===== config.mk =====
export PLATFORM = sky130hd
export DESIGN_NAME = multicycle_control_fsm
export DESIGN_NICKNAME = d
export VERILOG_FILES = /design/src/rtl/multicycle_control_fsm_pkg.sv /design/src/rtl/multicycle_control_fsm.sv
export SDC_FILE = /design/constraint.sdc
export NUM_CORES = 1
export LEC_CHECK = 0
export ABC_CLOCK_PERIOD_IN_PS = 3600
export BUFFER_PORTS_ARGS = -buffer_cell sky130_fd_sc_hd__buf_2
export CORE_AREA = 5 5 42 44
export DETAILED_ROUTE_END_ITERATION = 8
export DIE_AREA = 0 0 47 49
export PLACE_DENSITY_LB_ADDON = 0.15
export SKIP_LAST_GASP = 1
export SLEW_MARGIN = 0
export SYNTH_ARGS = -nofsm -noshare
export SYNTH_HDL_FRONTEND = slang
export SYNTH_SLANG_ARGS = --single-unit

===== constraint.sdc =====
create_clock -name clk -period 3.6 [get_ports clk]
set_input_delay 0.18 -clock clk [delete_from_list [all_inputs] [get_ports clk]]
set_output_delay 0.18 -clock clk [all_outputs]
set_load 0.02 [all_outputs]

===== src/rtl/multicycle_control_fsm_pkg.sv =====
// Shared types and encodings for the multicycle core control FSM.
// Field encodings match the datapath mux and ALU-control decoder inputs.
package multicycle_control_fsm_pkg;

   typedef enum logic [3:0] {
      S_WAIT     = 4'd0,
      S_FETCH    = 4'd1,
      S_DECODE   = 4'd2,
      S_MEM_ADDR = 4'd3,
      S_MEM_RD   = 4'd4,
      S_MEM_WB   = 4'd5,
      S_MEM_WR   = 4'd6,
      S_EXEC_R   = 4'd7,
      S_R_WB     = 4'd8,
      S_EXEC_I   = 4'd9,
      S_I_WB     = 4'd10,
      S_BRANCH   = 4'd11,
      S_JUMP     = 4'd12
   } ctrl_state_t;

   localparam logic [5:0] OP_R    = 6'b000000;
   localparam logic [5:0] OP_LW   = 6'b100011;
   localparam logic [5:0] OP_SW   = 6'b101011;
   localparam logic [5:0] OP_BEQ  = 6'b000100;
   localparam logic [5:0] OP_J    = 6'b000010;
   localparam logic [5:0] OP_ADDI = 6'b001000;

   localparam logic [1:0] ALUOP_ADD   = 2'b00;
   localparam logic [1:0] ALUOP_SUB   = 2'b01;
   localparam logic [1:0] ALUOP_FUNCT = 2'b10;

   localparam logic [1:0] SRCB_REG    = 2'b00;
   localparam logic [1:0] SRCB_FOUR   = 2'b01;
   localparam logic [1:0] SRCB_IMM    = 2'b10;
   localparam logic [1:0] SRCB_IMM_SH = 2'b11;

   localparam logic [1:0] PCSRC_ALU    = 2'b00;
   localparam logic [1:0] PCSRC_ALUOUT = 2'b01;
   localparam logic [1:0] PCSRC_JUMP   = 2'b10;

endpackage


===== src/rtl/multicycle_control_fsm.sv =====
// Main control sequencer for the multicycle MIPS-subset core.
// Outputs decode from the current state, with mem_ready gating the fetch strobes.
module multicycle_control_fsm
   import multicycle_control_fsm_pkg::*;
#(
   parameter int RESET_PC_HOLD = 0
) (
   input  logic       clk,
   input  logic       rst,
   input  logic [0:5] opcode,
   input  logic       zero,
   input  logic       mem_ready,
   output logic       pcWrite,
   output logic       pcWriteCond,
   output logic       iorD,
   output logic       memRead,
   output logic       memWrite,
   output logic       irWrite,
   output logic       memToReg,
   output logic       regDst,
   output logic       regWrite,
   output logic       aluSrcA,
   output logic [0:1] aluSrcB,
   output logic [0:1] aluOp,
   output logic [0:1] pcSource,
   output logic       illegal_op,
   output logic [0:3] state_o
);

   localparam ctrl_state_t RESET_STATE = (RESET_PC_HOLD > 0) ? S_WAIT : S_FETCH;
   localparam int HOLD_W = (RESET_PC_HOLD > 1) ? $clog2(RESET_PC_HOLD) : 1;
   localparam logic [HOLD_W-1:0] HOLD_LAST =
      (RESET_PC_HOLD > 0) ? HOLD_W'(RESET_PC_HOLD - 1) : '0;

   ctrl_state_t       state_reg, state_next;
   logic [HOLD_W-1:0] hold_reg, hold_next;

   always_ff @(posedge clk or posedge rst) begin
      if (rst) begin
         state_reg <= RESET_STATE;
         hold_reg  <= '0;
      end else begin
         state_reg <= state_next;
         hold_reg  <= hold_next;
      end
   end

   always_comb begin
      state_next = S_FETCH;
      hold_next  = hold_reg;
      case (state_reg)
         S_WAIT: begin
            if (hold_reg == HOLD_LAST) begin
               state_next = S_FETCH;
               hold_next  = '0;
            end else begin
               state_next = S_WAIT;
               hold_next  = hold_reg + 1'b1;
            end
         end
         S_FETCH:  state_next = mem_ready ? S_DECODE : S_FETCH;
         S_DECODE: begin
            case (opcode)
               OP_LW, OP_SW: state_next = S_MEM_ADDR;
               OP_R:         state_next = S_EXEC_R;
               OP_BEQ:       state_next = S_BRANCH;
               OP_J:         state_next = S_JUMP;
               OP_ADDI:      state_next = S_EXEC_I;
               default:      state_next = S_FETCH;
            endcase
         end
         // IR is held stable, so the opcode still separates loads from stores here
         S_MEM_ADDR: state_next = (opcode == OP_SW) ? S_MEM_WR : S_MEM_RD;
         S_MEM_RD:   state_next = mem_ready ? S_MEM_WB : S_MEM_RD;
         S_MEM_WR:   state_next = mem_ready ? S_FETCH : S_MEM_WR;
         S_EXEC_R:   state_next = S_R_WB;
         S_EXEC_I:   state_next = S_I_WB;
         default:    state_next = S_FETCH;
      endcase
   end

   always_comb begin
      pcWrite     = 1'b0;
      pcWriteCond = 1'b0;
      iorD        = 1'b0;
      memRead     = 1'b0;
      memWrite    = 1'b0;
      irWrite     = 1'b0;
      memToReg    = 1'b0;
      regDst      = 1'b0;
      regWrite    = 1'b0;
      aluSrcA     = 1'b0;
      aluSrcB     = SRCB_REG;
      aluOp       = ALUOP_ADD;
      pcSource    = PCSRC_ALU;
      illegal_op  = 1'b0;
      // Reset masks everything so no strobe leaks while the state is being forced
      if (!rst) begin
         case (state_reg)
            S_FETCH: begin
               memRead = 1'b1;
               aluSrcB = SRCB_FOUR;
               irWrite = mem_ready;
               pcWrite = mem_ready;
            end
            S_DECODE: begin
               aluSrcB = SRCB_IMM_SH;
               case (opcode)
                  OP_R, OP_LW, OP_SW, OP_BEQ, OP_J, OP_ADDI: illegal_op = 1'b0;
                  default:                                   illegal_op = 1'b1;
               endcase
            end
            S_MEM_ADDR, S_EXEC_I: begin
               aluSrcA = 1'b1;
               aluSrcB = SRCB_IMM;
            end
            S_MEM_RD: begin
               memRead = 1'b1;
               iorD    = 1'b1;
            end
            S_MEM_WB: begin
               regWrite = 1'b1;
               memToReg = 1'b1;
            end
            S_MEM_WR: begin
               memWrite = 1'b1;
               iorD     = 1'b1;
            end
            S_EXEC_R: begin
               aluSrcA = 1'b1;
               aluOp   = ALUOP_FUNCT;
            end
            S_R_WB: begin
               regWrite = 1'b1;
               regDst   = 1'b1;
            end
            S_I_WB: regWrite = 1'b1;
            S_BRANCH: begin
               aluSrcA     = 1'b1;
               aluOp       = ALUOP_SUB;
               pcWriteCond = 1'b1;
               pcSource    = PCSRC_ALUOUT;
            end
            S_JUMP: begin
               pcWrite  = 1'b1;
               pcSource = PCSRC_JUMP;
            end
            default: ;
         endcase
      end
   end

   // The branch decision (pcWriteCond & zero) is formed in the datapath
   logic unused_zero;
   assign unused_zero = zero;

   assign state_o = state_reg;

endmodule


======== After elaboration in Yosys (flattened, before gate mapping) ========
Cells that the tools add are included.
cells by class
  add/subtract/negate cells ............... 1
  equality and inequality tests ........... 17
  mux-type cells .......................... 37
  reductions and logical operators ........ 9
operator list
  cell                                           count
  one-hot mux 4 bit (8 select lines)             1
  two-way mux 1 bit                              25
  == test 4 bit, second input constant           5
  one-hot mux 4 bit (5 select lines)             1
  == test 4 x 3 -> 1 bit, second input constant  4
  == test 6 bit, second input constant           2
  two-way mux 2 bit                              5
  == test 4 x 2 -> 1 bit, second input constant  2
  one-hot mux 2 bit (2 select lines)             2
  OR reduction 2 bit                             4
  == test 6 x 2 -> 1 bit, second input constant  1
  == test 6 x 3 -> 1 bit, second input constant  1
  == test 6 x 4 -> 1 bit, second input constant  1
  zero test 6 bit                                1
  one-hot mux 2 bit (3 select lines)             1
  OR reduction 6 bit                             1
  == test 4 x 1 -> 1 bit, second input constant  1
  zero test 4 bit                                1
  OR reduction 4 bit                             1
  two-way mux 3 bit                              1
  OR reduction 3 bit                             1
  one-hot mux 1 bit (2 select lines)             1
  adder 1 bit, second input constant             1
storage, ports and cells
  bits in registers ....................... 5
  output and inout port bits .............. 21
  logic and storage cells ................. 66

======== Logic depth before layout (Yosys ltp) ========
  word-level depth ........................ 5
  gate-level depth with buffers ........... 5
  depth with buffers taken out ............ 3

======== Least setup slack after synthesis ========
OpenSTA, ideal clock, no wires.
  kind .................................... register to output
  from .................................... reg state_reg[0] (netlist: state_o[3])
  to ...................................... out aluSrcB[1] in the netlist's numbering
  data arrival time ....................... 1.906 ns
  required time ........................... 3.420 ns
  path slack .............................. 1.514 ns
  cell stages (with the launch flop) ...... 4
  path buffers ............................ 1
  cells stage by stage .................... dfstp_2 > buf_6 > nand2b_1 > a2111oi_0
on the way
  cells in the longest elaborated chain, start to end .. 4
  elaborated cells on any way between the ends .. 7
RTL lines
  element                                                         line                          text
  start, declared                                                 multicycle_control_fsm.sv:35  ctrl_state_t state_reg, state_next;
  start signal, assigned                                          multicycle_control_fsm.sv:43  state_reg <= state_next;
  == test 4 bit / == test 4 x 2 -> 1 bit (equally long branches)  multicycle_control_fsm.sv:99  case (state_reg)
  OR reduction 2 bit                                              --
  one-hot mux 2 bit (3 select lines) *                            multicycle_control_fsm.sv:99
  two-way mux 2 bit *                                             multicycle_control_fsm.sv:98  if (!rst) begin
  end, declared                                                   multicycle_control_fsm.sv:23  output logic [0:1] aluSrcB,
Mark *: on every way between the ends. The rest lies on a longest branch, timed or not.

======== Worst setup path in the final report ========
  from .................................... reg state_reg[0] (netlist: state_o[3])
  to ...................................... out aluSrcB[0] in the netlist's numbering
The elaborated chain is that of the path after synthesis.

==> reports/metrics.csv <==
metric;value;unit
worst rel slew slack;63.8;%
Rows;14;
pin count of the biggest net entering global routing;20;
reg2reg setup slack;2.06;ns
Num CTS Buffers;3;
crit end category;output pin;
DR WL/cell;12.8;um
Leakage;0.353;nW
htree depth;1;
Seq pwr share;30.1;%
cts repair resizes;0;
slew of the pin with the lowest slew margin;0.543;ns
setup TNS;0;ns
P&R area growth vs syn;25.6;%
Die X;47;um
DRC viols;0;
Crit Path Category;flop to output pin;
Area contributors post-synth;dfrtp_1 (13%), nor2_1 (7.3%), nor4_1 (6.6%), dfstp_2 (4.6%), and4_1 (4.6%);
Core Region;1400;um2
Syn Area/Cell;7.47;um2
Reg2Reg Depth;3;
GRT Overall Usage;13.3;%
run status;finished clean;
Die Y;49;um
Most used DFF post-synth;dfrtp_1;
number of global-route vias before repair;592;
clock buffer depth;2;
routed wire length;1500;um
share of cells above drive strength 1;35.6;%
Avg Vias per Cell;5.46;
sequential element share of the synthesized area;17.8;%
top achievable clock speed;528;MHz
synth cell count leaders;nor2_1 (11), nand2_1 (6), nor4_1 (6);
max reg flops;4;
io pins;31;
Async SR Flop Fraction;100;%
footprint of the multi-input gates;403;um2
Gate power share;58.4;%
Sinks on Clock Net;4;
DRT iter0 DRCs;11;
most common cell in the netlist;nor2_1;
r2r endpoint;state_o[2]$_DFF_PP0_;
Max IR drop VDD;0.000346;V
Worst path slowest cell;dfstp_2;
first-pass GRT wire length;2440;um
Int Pwr;0.000243;W
Critical Path Sink;aluSrcB[0];
RSZ-0062 raised after global routing;no;
WHS;0.297;ns
CTS tree;done;
diode count;0;
max-cap violations;0;
synth unique cells;36;
Synth Instances;76;
NetSw;0.000282;W
Final Cycle Share;52.6;%
Remaining Overflow, GRT;0;
DIE AREA;2300;um2
fillers;149;
Clock Pin Slew Worst Setup and Hold Paths;0.04;ns
WP data arrival;1.71;ns
IO buf count;29;
area taken by flip-flops and latches;101;um2
switching power share of the total;53.7;%
WP data required;3.42;ns
Clk pwr share;11.5;%
crit path launch;state_o[3]$_DFF_PP1_;
initial antenna violation count;0;
post-layout min period;1.89;ns
critical-path cell list;nor2b_1, nand2_1, a211oi_1, buf_2;
Final ANT Viol Nets;0;
Clock Root Buffer;clkbuf_4;
Vias;639;
slowest stage delay, CP;0.70;ns
Yosys top cell by area;dfrtp_1;
min-delay worst type;primary input to flop;
proportion of netlist area held by the largest area contributor;13.2;%
Worst Setup Start Kind;flop;
# setup viols final;0;
GP Congestion;0.813;
Slew Limit Fails;0;
Post-synth EDFFs;0;
R2R Path Start;state_o[1]$_DFF_PP0_;
first drt pass iteration count;4;
HPWL after DPL;1130;um
endpoints failing hold;0;
Ys Warns;0;
Initial Utilization;40.5;%
syn nets;86;
clk_skew;0.00325;ns
flops & latches, synth;4;
Worst Path Max Fanout;19;
clock latency on the worst-skew pair;0.23;ns
Nets;112;
PD cells;736;nW/um2
Synth Cell Area;568;um2
[kinds of logic after synthesis]
family                    count (synthesis)  synth area share (%)
buffers and inverters                    11                  11.2
DFF                                       4                  17.8
AOI/OAI and AO/OA                        17                  24.9
and+or+nand+nor                          41                  41.4
xor gates and xnor gates                  3                  4.63
[per-layer routing]
| metal | part of all wire [%] | wire (um) | up-vias | global-route usage (%) |
|---|---|---|---|---|
| met3 | 7.1 | 106 | 0 | 2.58 |
| met4 | 0 | 0 | 0 | 3.23 |
| met5 | 0 | 0 | - | 0 |
| met2 | 49 | 731 | 17 | 21.7 |
| li1 | - | - | 337 | - |
| met1 | 44 | 658 | 285 | 17.5 |
[worst max-delay path: cells and delay by family, from the launching register on]
family	cells	cell delay [ns]
simple gates	2	0.35
flops	1	0.70
buf+inv	1	0.20
compound gates	1	0.23
[power by group through the flow]
stage | clock network [W] | registers [W] | logic (W)
finish | 0.0000602 | 0.000158 | 0.000306
global route | 0.0000669 | 0.000170 | 0.000333
CTS | 0.0000632 | 0.000157 | 0.000310
detailed placement | 0 | 0.000157 | 0.000308
global placement | 0 | 0.000158 | 0.000307
floorplan | 0 | 0.000115 | 0.000280
[what timing repair did]
item                                    4_1_cts  5_1_grt
buffers inserted                              0        0
endpoints found under the hold margin         3        0
endpoints found under the setup margin        0        0
hold buffers                                  1        0
[through the flow]
stage | cells | util (%) | setup slack (ns) | power (W) | instance area (um2)
after floorplan | 76 | - | 1.51 | 0.000395 | 568
after global placement | 112 | 48.3 | 1.95 | 0.000465 | 677
after detailed placement | 112 | 48.3 | 1.94 | 0.000465 | 677
after CTS | 117 | 50.9 | 1.68 | 0.000531 | 713
after global routing | 117 | 50.9 | 1.58 | 0.000569 | 713
final | 117 | 50.9 | 1.71 | 0.000525 | 713
[layout by cell type (no fill, tap or decap), drive strengths merged]
cell type	count
nor3	3
and3	1
or4	1
nand2b	4
dfstp	1
nor2	11
a2111oi	2
nor4	6
and4b	1
a2bb2oi	1
a32o	1
o32a	1
a211oi	3
clkbuf	4
o21a	1
a31oi	1
a21o	1
o211ai	1
dfrtp	3
nand2	6
or3b	1
buf	29
dlygate4sd3	1
and3b	1
inv	2
nand4	1
a22o	1
o31ai	1
and4	3
o221a	1
a21oi	2
xnor2	3
nor2b	2
[how the worst min path moves through the flow]
stage | cells after the start | end | slack [ns] | from
after CTS | 3 | state_o[1]$_DFF_PP0_ | 0.29 | mem_ready
final | 3 | state_o[1]$_DFF_PP0_ | 0.30 | mem_ready
after detailed placement | 2 | state_o[2]$_DFF_PP0_ | 0.18 | rst
after global placement | 2 | state_o[2]$_DFF_PP0_ | 0.18 | rst
after global routing | 3 | state_o[1]$_DFF_PP0_ | 0.32 | mem_ready
after floorplan | 2 | state_o[0]$_DFF_PP0_ | 0.17 | rst
[layout make-up]
cell class,count,share of cell area (%)
clock buffer,4,3.68
sequential,4,14.2
tap,16,2.81
inverter,2,1.05
timing repair buffer,30,21.8
multi-input combinational,61,56.5
No activity file was read; power rests on OpenSTA's default activity.
